File: src/rtl/seg_pkg.sv
// Shared seven-segment definitions for the scan decoder and any display driver.
// Latency: n/a (constants, types and a pure helper function only).
// Backpressure: n/a.
// Contents: digit count, segment width, hex glyph table (bit6=A .. bit0=G),
//           scan-sample type and the enable-bus classification helper.
package seg_pkg;

  localparam int NUM_DIGITS = 6;
  localparam int SEG_W      = 7;
  localparam int CNT_W      = 8;

  localparam logic [SEG_W-1:0] SEG_BLANK = '0;

  // Index k of this table is the hex value the glyph represents.
  localparam logic [SEG_W-1:0] SEG_HEX [16] = '{
    7'h7E, 7'h30, 7'h6D, 7'h79, 7'h33, 7'h5B, 7'h5F, 7'h70,
    7'h7F, 7'h7B, 7'h77, 7'h1F, 7'h4E, 7'h3D, 7'h4F, 7'h47
  };

  typedef enum logic [1:0] {
    SLOT_IDLE,    // no digit selected
    SLOT_SINGLE,  // exactly one digit selected
    SLOT_MULTI    // two or more digits selected at once
  } slot_kind_e;

  // One registered scan sample: active-low digit selects plus segment bus.
  typedef struct packed {
    logic [NUM_DIGITS-1:0] en;
    logic [SEG_W-1:0]      val;
  } sample_t;

  function automatic slot_kind_e slot_kind(input logic [NUM_DIGITS-1:0] en);
    int unsigned lows;
    lows = 0;
    for (int i = 0; i < NUM_DIGITS; i++) begin
      if (!en[i]) lows++;
    end
    if (lows == 0)      return SLOT_IDLE;
    else if (lows == 1) return SLOT_SINGLE;
    else                return SLOT_MULTI;
  endfunction

endpackage

File: src/rtl/seg_pattern_decode.sv
// Seven-segment glyph to hex nibble decoder.
// Latency: combinational.
// Backpressure: none.
// Ports: pattern (segment bus in), nibble (decoded value, 0 when not legal),
//        legal (pattern is one of the 16 hex glyphs), blank (all segments off).
module seg_pattern_decode
  import seg_pkg::*;
(
  input  logic [SEG_W-1:0] pattern,
  output logic [3:0]       nibble,
  output logic             legal,
  output logic             blank
);

  always_comb begin
    nibble = 4'h0;
    legal  = 1'b0;
    blank  = (pattern == SEG_BLANK);
    for (int k = 0; k < 16; k++) begin
      if (pattern == SEG_HEX[k]) begin
        nibble = 4'(k);
        legal  = 1'b1;
      end
    end
  end

endmodule

File: src/rtl/seg_scan_decoder.sv
// Recovers six hex digits from a multiplexed, active-low-scanned 7-segment display.
// Latency: inputs registered once; a slot is accepted STABLE_CYCLES edges after it is first sampled.
// Backpressure: none; the scan is free-running and every accepted slot is absorbed.
// Ports: clk/rst (sync active-high); led_value/led_enable scan inputs; digits, digit_valid,
//        blank state outputs; frame_done, err_multi, err_pattern one-cycle pulses.
module seg_scan_decoder
  import seg_pkg::*;
#(
  parameter int unsigned STABLE_CYCLES = 4
) (
  input  logic                    clk,
  input  logic                    rst,
  input  logic [SEG_W-1:0]        led_value,
  input  logic [NUM_DIGITS-1:0]   led_enable,
  output logic [4*NUM_DIGITS-1:0] digits,
  output logic [NUM_DIGITS-1:0]   digit_valid,
  output logic [NUM_DIGITS-1:0]   blank,
  output logic                    frame_done,
  output logic                    err_multi,
  output logic                    err_pattern
);

  // The counter reads STABLE_CYCLES-1 on the last edge of a full window, so the
  // accept lands on the following edge and the counter moves past it (or saturates
  // above it), giving exactly one accept per window.
  localparam logic [CNT_W-1:0] ACCEPT_CNT = CNT_W'(STABLE_CYCLES - 1);
  localparam sample_t          SAMPLE_RST = '{en: '1, val: '0};

  sample_t                  sample_q, sample_d;
  logic [CNT_W-1:0]         cnt_q, cnt_d;
  logic [4*NUM_DIGITS-1:0]  digits_q, digits_d;
  logic [NUM_DIGITS-1:0]    valid_q, valid_d;
  logic [NUM_DIGITS-1:0]    blank_q, blank_d;
  logic [NUM_DIGITS-1:0]    mask_q, mask_d;
  logic                     frame_done_q, frame_done_d;
  logic                     err_multi_q, err_multi_d;
  logic                     err_pattern_q, err_pattern_d;

  logic [2:0]               slot_idx;
  logic [3:0]               dec_nibble;
  logic                     dec_legal;
  logic                     dec_blank;

  seg_pattern_decode u_decode (
    .pattern (sample_q.val),
    .nibble  (dec_nibble),
    .legal   (dec_legal),
    .blank   (dec_blank)
  );

  always_comb begin
    sample_d      = {led_enable, led_value};
    cnt_d         = cnt_q;
    digits_d      = digits_q;
    valid_d       = valid_q;
    blank_d       = blank_q;
    mask_d        = mask_q;
    frame_done_d  = 1'b0;
    err_multi_d   = 1'b0;
    err_pattern_d = 1'b0;

    // Only meaningful when exactly one select is low.
    slot_idx = '0;
    for (int i = 0; i < NUM_DIGITS; i++) begin
      if (!sample_q.en[i]) slot_idx = 3'(i);
    end

    if (sample_d != sample_q)  cnt_d = '0;
    else if (cnt_q != '1)      cnt_d = cnt_q + CNT_W'(1);

    if (cnt_q == ACCEPT_CNT) begin
      unique case (slot_kind(sample_q.en))
        SLOT_MULTI: err_multi_d = 1'b1;
        SLOT_SINGLE: begin
          if (dec_legal || dec_blank) begin
            // A blank glyph decodes to nibble 0, which is the value stored for it.
            digits_d[4*slot_idx +: 4] = dec_nibble;
            valid_d[slot_idx]         = 1'b1;
            blank_d[slot_idx]         = dec_blank;
            mask_d[slot_idx]          = 1'b1;
          end else begin
            err_pattern_d     = 1'b1;
            valid_d[slot_idx] = 1'b0;
            blank_d[slot_idx] = 1'b0;
          end
          // Only a legal/blank accept can complete the mask, so this never
          // coincides with err_pattern.
          if (mask_d == '1) begin
            frame_done_d = 1'b1;
            mask_d       = '0;
          end
        end
        default: ;
      endcase
    end
  end

  always_ff @(posedge clk) begin
    if (rst) begin
      sample_q      <= SAMPLE_RST;
      cnt_q         <= '0;
      digits_q      <= '0;
      valid_q       <= '0;
      blank_q       <= '0;
      mask_q        <= '0;
      frame_done_q  <= 1'b0;
      err_multi_q   <= 1'b0;
      err_pattern_q <= 1'b0;
    end else begin
      sample_q      <= sample_d;
      cnt_q         <= cnt_d;
      digits_q      <= digits_d;
      valid_q       <= valid_d;
      blank_q       <= blank_d;
      mask_q        <= mask_d;
      frame_done_q  <= frame_done_d;
      err_multi_q   <= err_multi_d;
      err_pattern_q <= err_pattern_d;
    end
  end

  assign digits      = digits_q;
  assign digit_valid = valid_q;
  assign blank       = blank_q;
  assign frame_done  = frame_done_q;
  assign err_multi   = err_multi_q;
  assign err_pattern = err_pattern_q;

endmodule

File: config.mk
export PLATFORM = sky130hd
export DESIGN_NAME = seg_scan_decoder
export DESIGN_NICKNAME = d
export VERILOG_FILES = /design/src/rtl/seg_pkg.sv /design/src/rtl/seg_pattern_decode.sv /design/src/rtl/seg_scan_decoder.sv
export SDC_FILE = /design/constraint.sdc
export NUM_CORES = 1
export LEC_CHECK = 0
export BUFFER_PORTS_ARGS = -buffer_cell sky130_fd_sc_hd__buf_2
export CORE_UTILIZATION = 60
export DETAILED_ROUTE_END_ITERATION = 16
export PLACE_DENSITY = 0.91
export SYNTH_ARGS = -nofsm -noshare
export SYNTH_HDL_FRONTEND = slang
export SYNTH_HIERARCHICAL = 1
export SYNTH_SLANG_ARGS = --single-unit
File: constraint.sdc
create_clock -name clk -period 6.5 [get_ports clk]
set_input_delay 0.65 -clock clk [delete_from_list [all_inputs] [get_ports clk]]
set_output_delay 0.65 -clock clk [all_outputs]
set_load 0.005 [all_outputs]
After elaboration in Yosys (flattened, before gate mapping) --
Index checks and enable logic that the tools add are counted.
Storage, ports and cells: register bits after elaboration 66, input bits 15, output and inout port bits 39, logic and storage cells 124
Cells by class: add/subtract/negate cells 7, order comparisons 2, equality and inequality tests 23, shift operators 2, multiplexer cells 64, bitwise operators 7, reduce and logical (&&, ||, !) cells 9
Operators by type and width (number):
- $mux W32 | 11
- $add A32 B1 Y32 const B | 5
- $eq A7 B7 Y1 const B | 12
- $mux W6 | 6
- $neg A5 Y34 | 1
- $shift A4 B34 Y24 const A | 1
- $shiftx A4 B34 Y24 | 1
- $eq A32 B1 Y1 const B | 1
- $logic_not A32 Y1 | 1
- $mux W4 | 8
- $bwmux W24 | 1
- $mux W3 | 8
- $mux W1 | 23
- $eq A7 B6 Y1 const B | 3
- $ne A13 B13 Y1 | 1
- $and A6 B6 Y6 | 2
- $or A6 B6 Y6 | 2
- $mux W2 | 5
- $add A8 B1 Y8 const B | 1
- $eq A8 B2 Y1 const B | 1
- $ne A8 B8 Y1 const B | 1
- $eq A7 B5 Y1 const B | 1
- $logic_not A7 Y1 | 1
- $bwmux W6 | 1
- other kinds (14) | 16

Logic depth before layout (Yosys ltp) --
depth after elaboration 26, gate-level depth with buffers 20, gate-level depth less buffers 18

Cells and area by module --
Netlist, hierarchy kept.
Modules (own cells, without submodules):
- seg_scan_decoder | times used 1, cells each 372, area an instance 3357.0 um2, sequential area each 1321.3 um2
- seg_pattern_decode | times used 1, cells each 66, area an instance 434.2 um2, sequential area each 0.0 um2

Worst setup path after synthesis --
OpenSTA, ideal clock, no wires.
path kind register to register, from register sample_q[8] in the netlist's numbering, to register digits_q[4], in the netlist digits[4], library setup time 119 ps, arrival time 3784 ps, data required time 6381 ps, slack 2597 ps, stages on the path, launching flop included 20, path buffers 2, clock period less this slack 3903 ps, cells stage by stage dfxtp_1 > inv_1 > ha_1 > xnor2_1 > ha_1 > nor2b_1 > a31oi_1 > inv_1 > ha_1 > nor2_1 > a21oi_1 > ha_1 > nor2_1 > a21o_1 > a21oi_1 > or3_1 > buf_6 > or4_1 > buf_2 > mux2i_1
On the way: longest elaborated chain between the ends 20, elaborated cells on any way between the ends 30, classes of those cells add/sub: 5; eq/ne: 2; shift: 2; mux: 19; reduce/logical: 2
Ends and longest elaborated chain:
- start: declaration | line seg_scan_decoder.sv:29 | sample_t sample_q, sample_d;
- start signal: assignment | line seg_scan_decoder.sv:110 | sample_q <= sample_d;
- $mux W32 | line seg_pkg.sv:36 | if (!en[i]) lows++;
- $mux W32 | line seg_scan_decoder.sv:71 | if (cnt_q == ACCEPT_CNT) begin
- $add A32 B1 Y32 | line seg_pkg.sv:36
- $mux W32 | line seg_pkg.sv:36
- $mux W32 | line seg_scan_decoder.sv:71
- $add A32 B1 Y32 | line seg_pkg.sv:36
- $mux W32 | line seg_pkg.sv:36
- $mux W32 | line seg_scan_decoder.sv:71
- (+4 left out)
- $mux W32 | line seg_pkg.sv:36
- $mux W32 | line seg_scan_decoder.sv:71
- $eq A32 B1 Y1 | line seg_pkg.sv:39 | else if (lows == 1) return SLOT_SINGLE;
- $mux W2 | line seg_pkg.sv:39
- $mux W2 | line seg_pkg.sv:38 | if (lows == 0) return SLOT_IDLE;
- $mux W2 | line seg_scan_decoder.sv:71
- $eq A2 B1 Y1 | line seg_scan_decoder.sv:72 | unique case (slot_kind(sample_q.en))
- $reduce_and A3 Y1 (no source line)
- end signal: assignment | line seg_scan_decoder.sv:112 | digits_q <= digits_d;
- end: declaration | line seg_scan_decoder.sv:31 | logic [4*NUM_DIGITS-1:0] digits_q, digits_d;
Several ways; a longest one is shown, not always the timed one. The select of a mux whose other input is x is not followed. A chain may end at the register's enable or synchronous reset.

Worst setup path in the final report --
from register sample_q[8] in the netlist's numbering, to register digits_q[17], in the netlist digits[17]
Same word-level chain as after synthesis.

==> flow_summary_export.csv <==
group,metric,value,unit
status,outcome,"complete, no violations",
sta,worst_slew_pin_slew,1.27,ns
finish,n_antenna_cell,0,
cts,clkSinkCount,66,
detailed_routing,num_vias,3439,
cts,tritoncts,"done",
worst_setup_path,critPathLaunchType,"register",
sta,setup-tns-final,0,ns
placement,io_buffers,53,
synth,synthDistinctLibCells,64,
finish,fin_nets,502,
pwr,power.total,0.953,mW
sta,finClkSkew,0.0121,ns
synth,synth_edf_count,0,
sta,maxSlewViolCount,0,
global_route,grt_pass1_vias,3136,
finish,area_growth,12.6,%
pwr,combPwrFrac,0.110,
cts,clock_latency,0.35,ns
synth,synth_seq_area_share,0.349,
finish,drive_gt1_frac,0.191,
pwr,p_sw,0.247,mW
pwr,p_leak,1.65,nW
worst_setup_path,crit_family,"simple AND/OR/NAND/NOR gates",
global_route,antenna_found_initial,0,
worst_setup_path,path_common_cell,"ha_1",
worst_setup_path,path_buf_inv,2,
worst_setup_path,crit_chain,"inv_1 -> ha_1 -> xnor2_1 -> ha_1 -> nor2b_1 -> a31oi_1 -> inv_1 -> ha_1 -> nor2_1 -> a21oi_1 -> ha_1 -> nor2_1 -> a21o_1 -> a21oi_1 -> or3_1 -> nor4b_2 -> mux2i_1",
pwr,swShare,0.259,
worst_setup_path,reg2reg_setup_slack,1.82,ns
worst_hold_path,hold_depth,2,
worst_setup_path,reg2reg_to,"digits[17]$_SDFFE_PP0P_",
finish,most-common-layout-cells,"dfxtp_1 (66), nand2_1 (59), buf_2 (53), mux2i_1 (32), nor2_1 (24)",
sta,hold_violations,0,
floorplan,die-area,6640,um2
worst_setup_path,crit_arrival,4.95,ns
cts,post_cts.repair.setup_buffers,0,
global_route,grt_usage,0.287,
floorplan,pin_count,54,
finish,layout_commonest_cell,"dfxtp_1",
global_route,grt_max_degree,32,
cts,numCtsBuffers,9,
detailed_routing,firstDrtPassIters,5,
detailed_routing,wl_per_cell,16.3,um
floorplan,fp.dieW,81.5,um
worst_hold_path,min_from,"digits[13]$_SDFFE_PP0P_",
worst_setup_path,rr_startpoint,"sample_q[8]$_SDFF_PP1_",
cts,cts.path.max_buffers,2,
worst_setup_path,critPathKind,"register to register",
floorplan,coreArea,5990,um2
worst_setup_path,startpoint,"sample_q[8]$_SDFF_PP1_",
pwr,ir_drop,0.150,mV
finish,final_core_util,0.713,
cts,holdBufCountCts,0,
worst_setup_path,slowest_delay,0.72,ns
sta,fin_hold_ws,0.457,ns
worst_hold_path,min_to,"digits[13]$_SDFFE_PP0P_",
synth,syn_avg_cell_area,8.66,um2
detailed_routing,route.detailed.drc,0,
synth,syn_area,3790,um2
floorplan,initial_utilization,0.633,
flow_run,cap_violations,0,
worst_setup_path,required,6.77,ns
synth,synth-main-ff-cell,"dfxtp_1",
cts,cts_root_buffer,"clkbuf_8",
synth,ys_ff_latch,66,
cts,cts_resized,0,
sta,min_period_over_period,0.720,
worst_hold_path,min-delay-path-class,"register to register",
detailed_routing,final_antenna_net_count,0,
cts,cts.htree.levels,3,
sta,fin_crit,4.68,ns
worst_setup_path,cp-end-kind,"register",
floorplan,die_h,81.5,um
cts,clkTransAtPathRegs,0.07,ns
sta,clock.fmax,0.214,GHz
detailed_routing,viasPerCell,6.19,
sta,relSlewSlack,0.146,
synth,ys.warnings.count,6,
synth,syn_nets,464,
sta,rsz0062_at_grt,"false",
pwr,seqPwrFrac,0.447,
pwr,clkPwrFrac,0.443,
global_route,grt-ovfl-total,0,
detailed_routing,totalWireLength,9.09,mm
global_route,grt_pass1_wl,14.7,mm
detailed_routing,drt-initial-drc-count,328,
worst_setup_path,worstRegToRegCells,17,
synth,async_flop_share,0,
pwr,internal_power,0.707,mW
placement,gp_congestion,0.937,
worst_setup_path,path_max_fanout,16,
worst_setup_path,slowest_stage,"nor4b_2",
floorplan,num_rows,28,
placement,dpl.hpwl,6.07,mm
sta,finalSetupViolations,0,
synth,syn_inst,438,
pwr,p_per_area,223,nW/um2
power groups by stage:
stage          clock [mW]  sequential (mW)  combinational, mW
2_1_floorplan           0            0.422             0.0906
3_3_place_gp            0            0.434             0.0980
3_5_place_dp            0            0.434              0.101
4_1_cts             0.425            0.425              0.103
5_1_grt             0.442            0.427              0.115
6_report            0.422            0.426              0.105
worst max path at each step:
stage / endpoint / cells after the start
2_1_floorplan: digits[4]$_SDFFE_PP0P_ / 19
3_3_place_gp: digits[17]$_SDFFE_PP0P_ / 17
3_5_place_dp: digits[17]$_SDFFE_PP0P_ / 17
4_1_cts: digits[17]$_SDFFE_PP0P_ / 17
5_1_grt: digits[17]$_SDFFE_PP0P_ / 17
6_report: digits[17]$_SDFFE_PP0P_ / 17
sequential cells by signal (all words and copies together) (netlist names), named ones only:
name and flops:
mask_q 6, err_multi 1, blank 6, frame_done 1
cnt_q 8, err_pattern 1, digits 24, sample_q 13
layer usage:
metal,vias up,part of all wire,global-route usage
li1,1657,-,-
met1,1609,0.45,0.368
met2,149,0.47,0.468
met3,24,0.061,0.0622
met4,0,0.022,0.111
met5,-,0,0
synth_stat cells, types with 6 or more instances:
cell	n	area, um2
nand3_1	18	90.1
a31oi_1	6	37.5
or2_2	8	50.1
o21ai_0	11	55.1
xor2_1	12	105
clkbuf_1	14	52.6
nand2b_1	8	50.1
nor3_1	10	50.1
nand4_1	6	37.5
mux2i_1	32	320
buf_2	8	40.0
nor2b_1	11	68.8
xnor2_1	9	78.8
ha_1	11	138
nor2_1	24	90.1
and3_1	7	43.8
nor4_1	10	62.6
dfxtp_1	66	1320
nand2_1	59	221
inv_1	13	48.8
nand3b_1	6	45.0
a21oi_1	15	75.1
tightest hold or removal path, cell delays in order, from the launching register on:
cell     delay (ns)
dfxtp_1        0.31
nand2_1        0.05
mux2i_1        0.05
per-stage QoR:
step / setup WS [ns] / cells / instance area, um2
6_report: 1.82 / 556 / 4270
5_1_grt: 1.51 / 556 / 4270
4_1_cts: 1.84 / 556 / 4270
3_5_place_dp: 1.97 / 540 / 4030
3_3_place_gp: 2.16 / 540 / 4030
2_1_floorplan: 2.60 / 438 / 3790
logic make-up (layout without fill, tap and decap cells):
logic type / after synthesis / in the layout / synth area share
xor+xnor: 22 / 22 / 0.0551
simple gates: 196 / 196 / 0.289
flops: 66 / 66 / 0.349
fa+ha+maj: 11 / 11 / 0.0363
mux: 33 / 33 / 0.0884
buf+inv: 39 / 82 / 0.0452
compound gates: 71 / 71 / 0.137
final cells by class:
| type | instances | area, um2 |
|---|---|---|
| multi-input cells | 333 | 2300 |
| fillers | 440 | 1720 |
| flip-flops and latches | 66 | 1320 |
| repair buffers | 53 | 265 |
| clock buffers | 10 | 128 |
| clock inverters | 6 | 115 |
| well taps | 75 | 93.8 |
| inverters | 13 | 48.8 |
No activity file was read; power rests on OpenSTA's default activity.
